[config.mk]
export PLATFORM = sky130hd
export DESIGN_NAME = fir_serial_mac
export DESIGN_NICKNAME = d
export VERILOG_FILES = /design/src/rtl/fir_pkg.sv /design/src/rtl/fir_delay_line.sv /design/src/rtl/fir_serial_mac.sv
export SDC_FILE = /design/constraint.sdc
export NUM_CORES = 2
export LEC_CHECK = 0
export ABC_AREA = 1
export CAP_MARGIN = 10
export CORE_MARGIN = 2
export CORE_UTILIZATION = 59
export CTS_BUF_LIST = sky130_fd_sc_hd__clkbuf_4
export DETAILED_ROUTE_END_ITERATION = 7
export PLACE_DENSITY_LB_ADDON = 0.08
export SLEW_MARGIN = 30
export SYNTH_ARGS = -nofsm -noshare
export SYNTH_HDL_FRONTEND = slang
export SYNTH_SLANG_ARGS = --single-unit
[constraint.sdc]
create_clock -name clk -period 8.3 [get_ports clk]
set_input_delay 2.49 -clock clk [delete_from_list [all_inputs] [get_ports clk]]
set_output_delay 2.49 -clock clk [all_outputs]
set_load 0.03 [all_outputs]
[src/rtl/fir_pkg.sv]
// Shared definitions for the serial-MAC FIR engine: default sizes,
// width helpers and the controller state encoding.
package fir_pkg;

    localparam int NUM_COEF_DEF = 17;
    localparam int WC_DEF       = 18;
    localparam int WIN_DEF      = 16;

    // Ceiling log2, never below 1 so an address port always has a bit.
    function automatic int clog2(input int n);
        int r;
        r = 0;
        while ((1 << r) < n) begin
            r = r + 1;
        end
        return (r < 1) ? 1 : r;
    endfunction

    // Accumulator width that cannot overflow for num_coef full-scale products.
    function automatic int wacc_width(input int win, input int wc, input int num_coef);
        return win + wc + clog2(num_coef);
    endfunction

    typedef enum logic [1:0] {
        IDLE  = 2'd0,
        MAC   = 2'd1,
        FLUSH = 2'd2
    } fir_state_t;

endpackage

[src/rtl/fir_delay_line.sv]
// Circular sample buffer: one write port, one registered read port,
// synchronously cleared to zero on reset.
module fir_delay_line
    import fir_pkg::*;
#(
    parameter int Num_coef = NUM_COEF_DEF,
    parameter int Win      = WIN_DEF,
    localparam int Aw      = clog2(Num_coef)
) (
    input  logic                  clk,
    input  logic                  rst,
    input  logic                  wr_en,
    input  logic [Aw-1:0]         wr_addr,
    input  logic signed [Win-1:0] wr_data,
    input  logic [Aw-1:0]         rd_addr,
    output logic signed [Win-1:0] rd_data
);

    logic signed [Win-1:0] mem [Num_coef];

    // Sample storage: clear everything on reset, otherwise write the accepted sample.
    always_ff @(posedge clk) begin
        if (rst) begin
            for (int unsigned i = 0; i < Num_coef; i++) begin
                mem[i] <= '0;
            end
        end else if (wr_en) begin
            mem[wr_addr] <= wr_data;
        end
    end

    // Registered read so the sample lines up with the ROM's one-cycle latency.
    always_ff @(posedge clk) begin
        if (rst) begin
            rd_data <= '0;
        end else begin
            rd_data <= mem[rd_addr];
        end
    end

endmodule

[src/rtl/fir_serial_mac.sv]
// Time-multiplexed single-MAC FIR: one output per accepted sample,
// walking the external coefficient ROM one tap per cycle.
module fir_serial_mac
    import fir_pkg::*;
#(
    parameter int Num_coef = NUM_COEF_DEF,
    parameter int Wc       = WC_DEF,
    parameter int Win      = WIN_DEF,
    localparam int Wacc    = wacc_width(Win, Wc, Num_coef),
    localparam int Aw      = clog2(Num_coef)
) (
    input  logic                   clk,
    input  logic                   rst,
    input  logic                   din_valid,
    input  logic signed [Win-1:0]  din,
    output logic                   din_ready,
    output logic [Aw-1:0]          coef_addr,
    input  logic signed [Wc-1:0]   coef_data,
    output logic signed [Wacc-1:0] dout,
    output logic                   dout_valid
);

    localparam logic [Aw-1:0] LAST_TAP = Aw'(Num_coef - 1);
    localparam logic [Aw-1:0] N_TAPS   = Aw'(Num_coef);

    fir_state_t state, state_next;

    logic                    accept;
    logic [Aw-1:0]           k;
    logic [Aw-1:0]           wr_ptr;
    logic [Aw-1:0]           base;
    logic [Aw-1:0]           rd_addr;
    logic signed [Win-1:0]   sample_q;
    logic                    acc_en;
    logic signed [Win+Wc-1:0] prod;
    logic signed [Wacc-1:0]  prod_ext;
    logic signed [Wacc-1:0]  acc;

    // Controller state register.
    always_ff @(posedge clk) begin
        if (rst) begin
            state <= IDLE;
        end else begin
            state <= state_next;
        end
    end

    // Next-state decode plus handshake and ROM address outputs.
    always_comb begin
        state_next = state;
        din_ready  = 1'b0;
        coef_addr  = '0;
        accept     = 1'b0;
        case (state)
            IDLE: begin
                din_ready = 1'b1;
                if (din_valid) begin
                    accept     = 1'b1;
                    state_next = MAC;
                end
            end
            MAC: begin
                coef_addr = k;
                if (k == LAST_TAP) begin
                    state_next = FLUSH;
                end
            end
            FLUSH: begin
                state_next = IDLE;
            end
            default: begin
                state_next = IDLE;
            end
        endcase
    end

    // Tap counter, write pointer and the newest-sample position latched at accept.
    always_ff @(posedge clk) begin
        if (rst) begin
            k      <= '0;
            wr_ptr <= '0;
            base   <= '0;
        end else if (accept) begin
            base   <= wr_ptr;
            wr_ptr <= (wr_ptr == LAST_TAP) ? '0 : wr_ptr + 1'b1;
            k      <= '0;
        end else if (state == MAC) begin
            k <= (k == LAST_TAP) ? '0 : k + 1'b1;
        end
    end

    // x[n-k] lives at (base - k) mod Num_coef; adding the tap count first keeps
    // the arithmetic inside Aw bits, and for power-of-two depths N_TAPS wraps to
    // zero so the plain modular subtract falls out.
    always_comb begin
        rd_addr = (k > base) ? base + (N_TAPS - k) : base - k;
    end

    fir_delay_line #(
        .Num_coef (Num_coef),
        .Win      (Win)
    ) u_delay_line (
        .clk     (clk),
        .rst     (rst),
        .wr_en   (accept),
        .wr_addr (wr_ptr),
        .wr_data (din),
        .rd_addr (rd_addr),
        .rd_data (sample_q)
    );

    // Full-precision signed product, sign-extended to the accumulator width.
    always_comb begin
        prod     = (Win+Wc)'(sample_q) * (Win+Wc)'(coef_data);
        prod_ext = Wacc'(prod);
    end

    // Accumulate enable trails MAC by one cycle to match the registered operands.
    always_ff @(posedge clk) begin
        if (rst) begin
            acc_en <= 1'b0;
        end else begin
            acc_en <= (state == MAC);
        end
    end

    // Accumulator and output register; the last product goes straight into dout.
    always_ff @(posedge clk) begin
        if (rst) begin
            acc        <= '0;
            dout       <= '0;
            dout_valid <= 1'b0;
        end else begin
            dout_valid <= 1'b0;
            if (accept) begin
                acc <= '0;
            end else if (acc_en) begin
                acc <= acc + prod_ext;
            end
            if (state == FLUSH) begin
                dout       <= acc + prod_ext;
                dout_valid <= 1'b1;
            end
        end
    end

endmodule

==> flow_summary_export.csv <==
group,metric,value,unit
sta,timing.hold.ws,0.473,ns
floorplan,boundaryPins,83,
global_routing,grt_overflow_total,0,
sta,post-route-period-util,0.957,
sta,rsz0062_at_grt,"no",
global_routing,largest_net_degree_at_the_start_of_global_routing,130,
logic_synthesis,ys_async_sr_fraction,0,
logic_synthesis,synth.lib_cells_used.distinct,43,
critical_path,critPathMaxFanout,10,
sta,skew,0.0924,ns
detailed_routing,route.top_layer_used,"met4",
detailed_routing,drtIter0Drc,3209,
logic_synthesis,synth-seq-cells,625,
critical_path,critPathKind,"in2reg",
critical_path,path_buf_inv,10,
logic_synthesis,mappedNetlistArea,0.0420,mm²
critical_path,timing.critical_path.from_type,"primary input",
clock_tree,post_cts_resized,0,
floorplan,start_util,0.598,
clock_tree,cts_root_buf,"clkbuf_4",
worst_hold_path,hp-class,"reg2reg",
floorplan,die_w,271,µm
detailed_routing,post_drt_wl_per_cell,19.3,µm
global_routing,antenna_violations_before_repair,2,
logic_synthesis,synth_fp_nets,5323,
clock_tree,cts_max_level,4,
clock_tree,cts_sinks,625,
logic_synthesis,synthesis.yosys.warnings,0,
clock_tree,cts.repair_timing.setup_buffer_count,0,
detailed_routing,met3RoutedLength,12.6,mm
logic_synthesis,postSynthAreaPerCell,8.74,µm²
clock_tree,worstSkewPairLatency,1.03,ns
sta,timing.slew.headroom,0.326,
clock_tree,clkTransAtPathRegs,0.06,ns
critical_path,cpMostUsedCell,"inv_1",
clock_tree,clk_buf_depth,3,
sta,setup_viol_count_final,0,
sta,hold_viol_final,0,
outcome,status,"complete, no violations",
logic_synthesis,synth_top_flop_cell,"edfxtp_1",
place,dpl_wire_length,81.8,mm
clock_tree,cts_hold_buffers,0,
logic_synthesis,yosysSeqAreaShare,0.420,
finish,final_cell_count_no_fill,6109,
sta,slew_violations,0,
logic_synthesis,post_synth_edffs,512,
run,max_cap_violations,0,
detailed_routing,drtPass1Iterations,6,
critical_path,timing.critical_path.arrival,8.77,ns
place,place.detailed.instances,5828,
global_routing,first_global_vias,32141,
critical_path,critical_path_required,9.13,ns
critical_path,rr_worst_depth,24,
critical_path,cell_family_with_most_cp_delay,"adder cells",
global_routing,total_routing_usage_gr,0.330,
critical_path,cp_slowest_cell,"fa_1",
finish,syn_to_final_growth,11.7,%
detailed_routing,met1_length,50.8,mm
critical_path,critical_path.max_stage_delay,0.67,ns
sta,clock.fmax,126,MHz
detailed_routing,antenna_left,0,
clock_tree,tritoncts,"done",
finish,post_route_cells_drive_above_1_share,0.100,
critical_path,setup.worst_path.end_class,"flop",
critical_path,critical_path_depth,25,
logic_synthesis,synthCells,4805,
floorplan,die_height,271,µm
detailed_routing,vias,32520,
detailed_routing,wl_met2,51.5,mm
global_routing,first_pass_grt_wire_length,184,mm
sta,tightest_slew,1.00,ns
sta,finalWorstPathRequiredPeriod,7.94,ns
floorplan,die_area,0.0733,mm²
detailed_routing,drt-vias-per-instance,5.32,
worst_hold_path,min_path_cells,2,
finish,finalNetCount,5573,
clock_tree,cts_buffers,164,
detailed_routing,drt_drc_violations_left,0,
floorplan,placement_rows,97,
floorplan,placeableCoreArea,0.0703,mm²
detailed_routing,finalWirelength,118,mm
place,port-buffer-count,82,
place,place.gp.congestion,0.943,
-- metal layers --
| metal | track usage | up-vias |
|---|---|---|
| met5 | 0 | - |
| met4 | 0.104 | 0 |
| met3 | 0.0835 | 206 |
| met2 | 0.496 | 1577 |
| met1 | 0.473 | 15446 |
| li1 | - | 15291 |
-- cell usage after synthesis, types with 2 or more instances --
library cell | count | area share
inv_1 | 1105 | 0.099
nand2_1 | 947 | 0.085
nor2_1 | 549 | 0.049
edfxtp_1 | 512 | 0.37
nand3_1 | 485 | 0.058
fa_1 | 352 | 0.17
clkbuf_1 | 150 | 0.013
ha_1 | 129 | 0.038
dfxtp_1 | 113 | 0.054
o21ai_0 | 78 | 0.0093
nand3b_1 | 71 | 0.013
o211ai_1 | 50 | 0.0089
a21oi_1 | 43 | 0.0051
buf_2 | 43 | 0.0051
buf_4 | 36 | 0.0064
clkinv_1 | 20 | 0.0018
nor3_1 | 18 | 0.0021
xor2_1 | 16 | 0.0033
xnor2_1 | 15 | 0.0031
nand4_1 | 13 | 0.0019
a31oi_1 | 11 | 0.0016
buf_1 | 8 | 0.00072
buf_6 | 4 | 0.0011
o21bai_1 | 4 | 0.00072
or2_2 | 4 | 0.00060
o21ai_1 | 3 | 0.00036
a211oi_1 | 2 | 0.00036
a21boi_0 | 2 | 0.00036
and3_1 | 2 | 0.00030
inv_2 | 2 | 0.00018
nand2_2 | 2 | 0.00030
nand2_4 | 2 | 0.00054
nor4_1 | 2 | 0.00030
o21ai_2 | 2 | 0.00042
o22ai_1 | 2 | 0.00030
-- tightest hold or removal path: stages (launching register included) --
cell and delay (ns):
dfxtp_1 0.31, nand2_1 0.06, a21oi_1 0.05
-- registers in the layout, summed over array words and instances (netlist names) --
register / count
u_delay_line.mem: 512
acc: 39
dout: 39
u_delay_line.rd_data: 16
base: 5
k: 5
wr_ptr: 5
state: 2
acc_en: 1
dout_valid: 1
-- metrics by stage --
stage          setup WS (ns)   util  TNS, ns  area [µm²]
6_report               0.359  0.667        0       46900
3_3_place_gp          -0.582  0.638    -9.07       44800
3_5_place_dp          -0.477  0.638   -10.02       44800
4_1_cts                0.532  0.667        0       46900
2_1_floorplan          0.315      -        0       42000
5_1_grt               0.0800  0.667        0       46900
-- final cells by class --
| type | count | area [µm²] |
|---|---|---|
| fill | 5801 | 23400 |
| antenna | 3 | 7.51 |
| multi-input combinational | 2812 | 19000 |
| clock buffer | 229 | 1720 |
| inverter | 1127 | 4230 |
| clock inverter | 48 | 309 |
| timing repair buffer | 325 | 2770 |
| tap | 940 | 1180 |
| sequential | 625 | 17600 |
-- cells by family (layout without fill, tap and decap cells) --
kind of cell / Yosys count / after routing / share of synthesized area
buf+inv: 1368 / 1729 / 0.127
other cells: 0 / 3 / 0
fa+ha+maj: 481 / 481 / 0.206
compound gates: 202 / 202 / 0.0287
xor+xnor: 31 / 31 / 0.00646
simple gates: 2098 / 2098 / 0.211
flops: 625 / 625 / 0.420
-- cells in the final DEF (no fill, tap or decap), types with 5 or more instances in the layout --
cell type	count
ha_1	129
xnor2_1	15
nand4_1	13
clkdlybuf4s50_1	82
nor2_1	549
inv_2	5
dfxtp_1	109
clkinv_1	47
a31oi_1	11
clkinv_8	5
clkbuf_4	229
edfxtp_1	512
xor2_1	16
fa_1	352
a21oi_1	43
nand2_1	945
nand3_1	485
o211ai_1	50
o21ai_0	77
buf_12	10
buf_4	233
inv_1	1104
nand3b_1	71
clkinv_2	6
nor3_1	17
-- path summary, 6_finish.rpt --
kind | end | start | slack, ns
max reg2reg | acc[34]$_SDFFE_PP0P_ | u_delay_line.rd_data[2]$_SDFF_PP0_ | 1.55
min reg2reg | acc[0]$_SDFFE_PP0P_ | acc[0]$_SDFFE_PP0P_ | 0.47
min | acc[0]$_SDFFE_PP0P_ | acc[0]$_SDFFE_PP0P_ | 0.47
max | acc[34]$_SDFFE_PP0P_ | coef_data[17] | 0.36
Power is left out: the tool's default activity adds up to more than one toggle a clock period on the data nets, which glitch-free logic cannot reach.
